==> src/rtl/db_initiator_pkg.sv <==
// Shared DataBus types: access/length codes, fault codes, initiator FSM states
// and small helpers used by the initiator and by the load-extension block.
package db_initiator_pkg;

    typedef enum logic [1:0] {
        MEM_ACCESS_NONE = 2'd0,
        MEM_ACCESS_R    = 2'd1,
        MEM_ACCESS_W    = 2'd2,
        MEM_ACCESS_X    = 2'd3
    } mem_access_e;

    typedef enum logic [1:0] {
        MEM_LEN_B = 2'd0,
        MEM_LEN_H = 2'd1,
        MEM_LEN_W = 2'd2
    } mem_len_e;

    typedef enum logic [1:0] {
        ST_IDLE  = 2'd0,
        ST_BUS   = 2'd1,
        ST_RDATA = 2'd2,
        ST_DONE  = 2'd3
    } db_state_e;

    localparam logic [1:0] DB_FAULT_OK       = 2'b00;
    localparam logic [1:0] DB_FAULT_MISALIGN = 2'b01;
    localparam logic [1:0] DB_FAULT_TIMEOUT  = 2'b10;

    // Instruction fetches are always full aligned words.
    function automatic logic is_misaligned(input mem_access_e t, input mem_len_e l,
                                           input logic [1:0] a);
        logic m;
        case (l)
            MEM_LEN_B: m = 1'b0;
            MEM_LEN_H: m = a[0];
            default:   m = |a;
        endcase
        if (t == MEM_ACCESS_X && l != MEM_LEN_W) m = 1'b1;
        return m;
    endfunction

    function automatic logic [31:0] wdata_mask(input mem_len_e l, input logic [31:0] w);
        logic [31:0] r;
        case (l)
            MEM_LEN_B: r = {24'h0, w[7:0]};
            MEM_LEN_H: r = {16'h0, w[15:0]};
            default:   r = w;
        endcase
        return r;
    endfunction

endpackage

==> src/rtl/db_load_extend.sv <==
// Combinational read-data extraction: picks the right-justified byte/half/word
// from the responder and zero- or sign-extends it to 32 bits.
module db_load_extend
    import db_initiator_pkg::*;
(
    input  mem_len_e    len,
    input  logic        is_signed,
    input  logic [31:0] raw,
    output logic [31:0] data
);

    always_comb begin
        data = raw;
        case (len)
            MEM_LEN_B: data = {{24{is_signed & raw[7]}}, raw[7:0]};
            MEM_LEN_H: data = {{16{is_signed & raw[15]}}, raw[15:0]};
            default:   data = raw;
        endcase
    end

endmodule

==> src/rtl/db_initiator.sv <==
// DataBus master: accepts one core request at a time, runs a single bus access
// with optional timeout, and returns a one-cycle response with data and fault code.
module db_initiator
    import db_initiator_pkg::*;
#(
    parameter int unsigned TIMEOUT_CYCLES = 255,
    parameter int unsigned CNT_W          = 8
) (
    input  logic        clk,
    input  logic        res,
    input  logic        req_valid,
    output logic        req_ready,
    input  mem_access_e req_type,
    input  mem_len_e    req_len,
    input  logic        req_signed,
    input  logic        req_io,
    input  logic [31:0] req_addr,
    input  logic [31:0] req_wdata,
    output logic        resp_valid,
    output logic [31:0] resp_data,
    output logic [1:0]  resp_fault,
    output mem_access_e db_accessType,
    output mem_len_e    db_memLen,
    output logic        db_io,
    output logic [31:0] db_addr,
    output logic [31:0] db_dataOut,
    input  logic [31:0] db_dataIn,
    input  logic        db_ready,
    output db_state_e   dbg_state
);

    // Handshakes: a request transfers on a rising edge with req_valid & req_ready;
    // a bus access completes on a rising edge where db_accessType != NONE and db_ready.
    localparam bit               TO_EN   = (TIMEOUT_CYCLES != 0);
    localparam logic [CNT_W-1:0] TO_LAST = CNT_W'(TIMEOUT_CYCLES - 1);
    localparam logic [CNT_W-1:0] CNT_ONE = CNT_W'(1);

    db_state_e        state_q, state_d;
    mem_access_e      acc_q, acc_d;
    mem_len_e         len_q, len_d;
    logic             io_q, io_d;
    logic             signed_q, signed_d;
    logic [31:0]      addr_q, addr_d;
    logic [31:0]      wdata_q, wdata_d;
    logic [31:0]      data_q, data_d;
    logic [1:0]       fault_q, fault_d;
    logic [CNT_W-1:0] cnt_q, cnt_d;
    logic [31:0]      ext_data;

    db_load_extend u_load_extend (
        .len       (len_q),
        .is_signed (signed_q),
        .raw       (db_dataIn),
        .data      (ext_data)
    );

    always_comb begin
        state_d  = state_q;
        acc_d    = acc_q;
        len_d    = len_q;
        io_d     = io_q;
        signed_d = signed_q;
        addr_d   = addr_q;
        wdata_d  = wdata_q;
        data_d   = data_q;
        fault_d  = fault_q;
        cnt_d    = cnt_q;
        case (state_q)
            ST_IDLE: begin
                if (req_valid && req_type != MEM_ACCESS_NONE) begin
                    len_d    = req_len;
                    io_d     = req_io;
                    signed_d = req_signed;
                    addr_d   = req_addr;
                    wdata_d  = wdata_mask(req_len, req_wdata);
                    data_d   = '0;
                    cnt_d    = '0;
                    if (is_misaligned(req_type, req_len, req_addr[1:0])) begin
                        fault_d = DB_FAULT_MISALIGN;
                        state_d = ST_DONE;
                    end else begin
                        fault_d = DB_FAULT_OK;
                        acc_d   = req_type;
                        state_d = ST_BUS;
                    end
                end
            end
            ST_BUS: begin
                if (db_ready) begin
                    acc_d   = MEM_ACCESS_NONE;
                    state_d = (acc_q == MEM_ACCESS_W) ? ST_DONE : ST_RDATA;
                end else begin
                    cnt_d = cnt_q + CNT_ONE;
                    if (TO_EN && cnt_q == TO_LAST) begin
                        acc_d   = MEM_ACCESS_NONE;
                        fault_d = DB_FAULT_TIMEOUT;
                        state_d = ST_DONE;
                    end
                end
            end
            ST_RDATA: begin
                data_d  = ext_data;
                state_d = ST_DONE;
            end
            default: begin
                cnt_d   = '0;
                state_d = ST_IDLE;
            end
        endcase
    end

    always_ff @(posedge clk or negedge res) begin
        if (!res) begin
            state_q  <= ST_IDLE;
            acc_q    <= MEM_ACCESS_NONE;
            len_q    <= MEM_LEN_W;
            io_q     <= 1'b0;
            signed_q <= 1'b0;
            addr_q   <= '0;
            wdata_q  <= '0;
            data_q   <= '0;
            fault_q  <= DB_FAULT_OK;
            cnt_q    <= '0;
        end else begin
            state_q  <= state_d;
            acc_q    <= acc_d;
            len_q    <= len_d;
            io_q     <= io_d;
            signed_q <= signed_d;
            addr_q   <= addr_d;
            wdata_q  <= wdata_d;
            data_q   <= data_d;
            fault_q  <= fault_d;
            cnt_q    <= cnt_d;
        end
    end

    assign req_ready     = (state_q == ST_IDLE);
    assign resp_valid    = (state_q == ST_DONE);
    assign resp_data     = resp_valid ? data_q : '0;
    assign resp_fault    = resp_valid ? fault_q : DB_FAULT_OK;
    assign db_accessType = acc_q;
    assign db_memLen     = len_q;
    assign db_io         = io_q;
    assign db_addr       = addr_q;
    assign db_dataOut    = wdata_q;
    assign dbg_state     = state_q;

endmodule

==> config.mk <==
export PLATFORM = sky130hd
export DESIGN_NAME = db_initiator
export DESIGN_NICKNAME = d
export VERILOG_FILES = /design/src/rtl/db_initiator_pkg.sv /design/src/rtl/db_load_extend.sv /design/src/rtl/db_initiator.sv
export SDC_FILE = /design/constraint.sdc
export NUM_CORES = 1
export LEC_CHECK = 0
export BUFFER_PORTS_ARGS = -buffer_cell sky130_fd_sc_hd__buf_2
export CORE_ASPECT_RATIO = 2
export CORE_MARGIN = 10
export CORE_UTILIZATION = 30
export CTS_CLUSTER_SIZE = 25
export DETAILED_ROUTE_END_ITERATION = 10
export PLACE_DENSITY = 0.6
export SLEW_MARGIN = 20
export SYNTH_ARGS = -nofsm -noshare
export SYNTH_HDL_FRONTEND = slang
export SYNTH_SLANG_ARGS = --single-unit
export TNS_END_PERCENT = 50
==> constraint.sdc <==
create_clock -name clk -period 2.41 [get_ports clk]
set_clock_uncertainty 0.05 [all_clocks]
set_input_delay 0.1205 -clock clk [delete_from_list [all_inputs] [get_ports clk]]
set_output_delay 0.1205 -clock clk [all_outputs]
set_load 0.02 [all_outputs]
==> out/metrics.cfg, run 1 <==
[floorplanning]
die_area_um2 = 22900
die_w_um = 112
boundaryPins = 213
core_um2 = 16700
num_rows = 67
die_y_um = 204
initial_core_util = 0.305

[setup_path]
crit_chain = inv_1, ha_1, a221o_1, or4b_1, nand3_1
critPathArrivalTime_ns = 2.41
r2r_end = cnt_q[4]
worstReg2RegStart = dbg_state[0]
cp_slowest_cell = or4b_1
path_max_fanout = 12
rr_worst_depth = 5
end_kind = flip-flop
path_class = reg2reg
rrSetupSlack_ns = 0.30
path_buf_inv = 1
worstPathRequired_ns = 2.70
path_delay_family = simple AND/OR/NAND/NOR gates
cpPeakStageDelay_ns = 0.54
worstSetupStartpointType = flip-flop

[yosys]
postSynthCellCount = 547
synth_top_area_frac = 0.556
ys_seq_area_frac = 0.561
ys_async_sr_fraction = 1.00
synth_edf_count = 0
synth_compound_area_frac = 0.110
synth-adder-area-share = 0.0148
synth_xor_area_frac = 0
synthFlopType = dfrtp_1
syn-cell-area_um2 = 5080
syn-num-nets = 659
synth_top_family_by_area = simple AND/OR/NAND/NOR gates
post-synth-top-count-cell = nand2_1
synth_area_leaders = dfrtp_1, nand2_1, a22o_1
synth_warnings = 0
syn_area_per_cell_um2 = 9.29
ys_ff_latch = 114
synth_commonest_cells = nand2_1, dfrtp_1, and2_1
synth_top_cell_by_area = dfrtp_1
synth_cell_types = 40
yosys-mux-area-fraction = 0.00443
yosys.area_share.simple = 0.278

[final_layout]
area_growth_syn_to_layout_pct = 56.4
fin_area_um2 = 7950
drive_gt1_frac = 0.309
num-nets-final = 964
instances_no_fill = 1072

[clocking]
cts_tree = done
clockBufferDepth = 2
post-cts-setup-buffers = 0
root_buffer = clkbuf_16
ctsHtreeMaxLevel = 4
clock_latency_ns = 0.41
cts_buffers = 17
cts_resized = 0
path_clk_slew_ns = 0.06
cts_sinks = 114

[detailed_routing]
ant_nets = 0
vias = 4986
drt_wl_total_um = 17600
wl_per_cell_um = 16.4
via_per_inst = 4.65
drt_pass1_iterations = 4
drc = 0
initialDrtViolationCount = 179

[timing]
hold_violations = 0
rsz0062_at_grt = false
setup_viol = 0
drv_slew = 0
fin_tns_setup_ns = 0
tightest_slew_ns = 0.622
fin_crit_ns = 2.11
slew_headroom = 0.583
fmax_mhz = 473
finalCritPeriodShare = 0.877

[global_route]
antenna_found_initial = 2
grtUsageTotal = 0.153
grt_pass1_wl_um = 28500
overflow = 0
grt_max_degree = 72
grt_pass1_vias = 5435

[power]
vdd_drop_max_mv = 0.511
p_leak_uw = 0.00426
p_per_area_nw_per_um2 = 1200
total_power_uw = 9540

[placed_design]
place_area_um2 = 6430
dp.cells = 947
io_buffers = 212
place_congestion = 0.770
dp_hpwl_um = 12500

[run_status]
outcome = complete, no violations

[flow_run]
maxCapViolCount = 0

[hold_path]
hold_class = in2reg
holdPathStages = 4
hp-start = db_dataIn[13]
holdPathEnd = data_q[13]

-- what timing repair did --
action,in CTS,in global routing
hold endpoints to repair,126,0
setup endpoints to repair,0,0
hold buffers,93,0
-- cells by family (layout without fill, tap and decap cells) --
| family | Yosys count | after routing |
|---|---|---|
| compound gates | 73 | 73 |
| fa+ha+maj | 6 | 6 |
| buf+inv | 41 | 357 |
| flops | 114 | 114 |
| mux | 2 | 2 |
| other cells | 0 | 2 |
| simple gates | 311 | 311 |
-- how the worst max path moves through the flow --
stage,start,end,slack (ns),depth (start not counted)
5_1_grt,dbg_state[0],resp_data[10],0.18,4
6_report,dbg_state[0],cnt_q[4],0.30,5
3_3_place_gp,dbg_state[0],cnt_q[4],0.38,5
3_5_place_dp,dbg_state[0],cnt_q[4],0.33,5
2_1_floorplan,dbg_state[0],db_accessType[0],0.24,8
4_1_cts,dbg_state[0],resp_data[8],0.25,4
-- through the flow --
step | util | worst slack (ns) | hold WS [ns]
floorplan | - | 0.241 | -0.225
global placement | 0.385 | 0.378 | 0.0427
detailed placement | 0.385 | 0.330 | 0.0478
CTS | 0.476 | 0.252 | 0.00296
global route | 0.476 | 0.176 | 0.0378
finish | 0.476 | 0.296 | 0.0268
-- layer usage --
metal	part of all wire	GRT usage	vias up
li1	-	-	2424
met1	0.38	0.158	2353
met2	0.52	0.266	175
met3	0.068	0.0523	34
met4	0.032	0.0792	0
met5	0	0	-
-- report_power, final --
part           switching, uW  total, uW  internal (uW)
Sequential               443       3120           2680
Combinational           2500       3930           1430
Clock                    880       2490           1610
Total                   3820       9540           5720
-- sequential cells by signal, indices dropped and copies added, names as in the netlist --
name           cells
db_dataOut        32
db_addr           32
db_io              1
signed_q           1
dbg_state          2
cnt_q              8
db_memLen          2
data_q            32
db_accessType      2
fault_q            2
-- worst register-to-register path, delay by kind of cell (launching register included) --
family,cells,cell delay [ns]
flip-flops,1,0.41
AO/OA/AOI/OAI,1,0.52
AND/OR/NAND/NOR,2,0.64
buffers and inverters,1,0.08
adder cells (fa/ha/maj),1,0.35
-- area by class of cell --
class / count / area [um2]
Sequential cell: 114 / 2850
Antenna cell: 2 / 5.00
Clock buffer: 21 / 480
Tap cell: 207 / 259
Fill cell: 1581 / 8730
Multi-Input combinational cell: 392 / 2070
Timing Repair Buffer: 320 / 2140
Inverter: 7 / 26.3
Clock inverter: 9 / 106
-- layout by cell type (no fill, tap or decap), drive strengths merged, types with 4 or more instances in the layout --
cell and n:
nand3 32, nand2b 19, buf 227, and2 37, ha 6, nand2 203
clkbuf 21, dfrtp 113, o21ai 18, inv 7, clkinv 4, dlygate4sd3 93
a22o 34
No activity file was read; power rests on OpenSTA's default activity.
==> run 2: changes to the inputs <==
--- a/config.mk
+++ b/config.mk
@@ -9,8 +9,10 @@
 export CORE_ASPECT_RATIO = 2
 export CORE_MARGIN = 10
 export CORE_UTILIZATION = 30
+export CTS_CLUSTER_DIAMETER = 40
 export CTS_CLUSTER_SIZE = 25
 export DETAILED_ROUTE_END_ITERATION = 10
+export MAX_ROUTING_LAYER = met4
 export PLACE_DENSITY = 0.6
 export SLEW_MARGIN = 20
 export SYNTH_ARGS = -nofsm -noshare
==> out/metrics.cfg, run 2 (synthesized netlist as in run 1, its figures left out) <==
[run_status]
outcome = complete, no violations

[floorplanning]
num_rows = 67
die_y_um = 204
boundaryPins = 213
initial_core_util = 0.305
die_w_um = 112
core_um2 = 16700
die_area_um2 = 22900

[power]
p_sw_uw = 3820
vdd_drop_max_mv = 0.511
p_clk_frac = 0.262
seqPwrFrac = 0.327
intPower_uw = 5720
total_power_uw = 9550
swShare = 0.401
pwr-share-comb = 0.411
p_per_area_nw_per_um2 = 1200
p_leak_uw = 0.00426

[timing]
slew_headroom = 0.586
finalCritPeriodShare = 0.875
rsz0062_at_grt = false
fin_tns_setup_ns = 0
setup_viol = 0
setup_slack_ns = 0.302
fmax_mhz = 474
fin_crit_ns = 2.11
drv_slew = 0
tightest_slew_ns = 0.619
timing.hold.ws_ns = 0.0265
hold_violations = 0

[setup_path]
crit_chain = inv_1, ha_1, a221o_1, or4b_1, nand3_1
cpPeakStageDelay_ns = 0.54
path_buf_inv = 1
worstSetupStartpointType = flip-flop
critPathArrivalTime_ns = 2.40
path_max_fanout = 12
worstPathRequired_ns = 2.70
path_class = reg2reg
end_kind = flip-flop
path_delay_family = simple AND/OR/NAND/NOR gates
cp_slowest_cell = or4b_1

[global_route]
grtUsageTotal = 0.157
grt_pass1_wl_um = 28500
overflow = 0
grt_pass1_vias = 5447
antenna_found_initial = 2
grt_max_degree = 72

[placed_design]
io_buffers = 212
dp_hpwl_um = 12500
dpl_worst_slack_ns = 0.330
dp.cells = 947
place_congestion = 0.781

[detailed_routing]
drc = 0
vias = 5005
ant_nets = 0
via_per_inst = 4.67
wl_per_cell_um = 16.5
drt_wl_total_um = 17600
drt_pass1_iterations = 4
initialDrtViolationCount = 221

[final_layout]
final_cell_mix = buf_2, nand2_1, dfrtp_1
drive_gt1_frac = 0.309
layout_commonest_cell = buf_2
num-nets-final = 964
instances_no_fill = 1072
area_growth_syn_to_layout_pct = 56.4

[clocking]
path_clk_slew_ns = 0.06
cts_resized = 0
cts_sinks = 114
cts_tree = done
root_buffer = clkbuf_16
cts_buffers = 17
clockBufferDepth = 2
ctsHtreeMaxLevel = 4
clock_latency_ns = 0.41

[hold_path]
hold_class = in2reg

[flow_run]
maxCapViolCount = 0

## run 2: cell counts in the layout (fill, tap and decap cells not counted)
No cell type changed its count.
## run 2: layout make-up
cell class	instances	area, um2
fill	1581	8730
sequential	114	2850
timing repair buffer	320	2140
multi-input combinational	392	2070
clock buffer	21	480
tap	207	259
clock inverter	9	106
inverter	7	26.3
antenna	2	5.00
## run 2: final timing paths
| check | depth (start not counted) | start | to | slack [ns] |
|---|---|---|---|---|
| max | 5 | dbg_state[0] | cnt_q[4] | 0.30 |
| min | 4 | db_dataIn[13] | data_q[13] | 0.03 |
| max reg2reg | 5 | dbg_state[0] | cnt_q[4] | 0.30 |
| min reg2reg | 2 | db_dataOut[15] | db_dataOut[15] | 0.41 |
| max in group asynchronous | 3 | res | data_q[6] | 1.43 |
| min in group asynchronous | 2 | res | db_addr[9] | 0.15 |
## run 2: power groups by stage
stage	Sequential, uW	Clock, uW	Combinational (uW)
6_report	3120	2500	3930
5_1_grt	3230	2680	4340
3_3_place_gp	3120	0	3830
3_5_place_dp	3140	0	3870
2_1_floorplan	3770	0	1750
4_1_cts	3120	2590	4000
## run 2: metal layers
metal	wire [um]	part of all wire	vias up	global-route usage
li1	-	-	2424	-
met1	6820	0.39	2362	0.164
met2	9250	0.52	187	0.267
met3	1030	0.058	32	0.0420
met4	538	0.030	0	0.0792
met5	0	0	-	-
## run 2: worst min-delay path: cells and delay by family
family	cells	cell delay, ns
buf+inv	1	0.07
compound gates	2	0.19
simple gates	1	0.07
## run 2: what timing repair did
action                                 in CTS  in global routing
buffers inserted                            0                  0
hold buffers                               93                  0
endpoints found under the hold margin     126                  0
## run 2: stage by stage
stage / utilization / cell area (um2)
finish: 0.476 / 7950
global route: 0.476 / 7950
global placement: 0.385 / 6430
floorplan: - / 5080
CTS: 0.476 / 7940
detailed placement: 0.385 / 6430
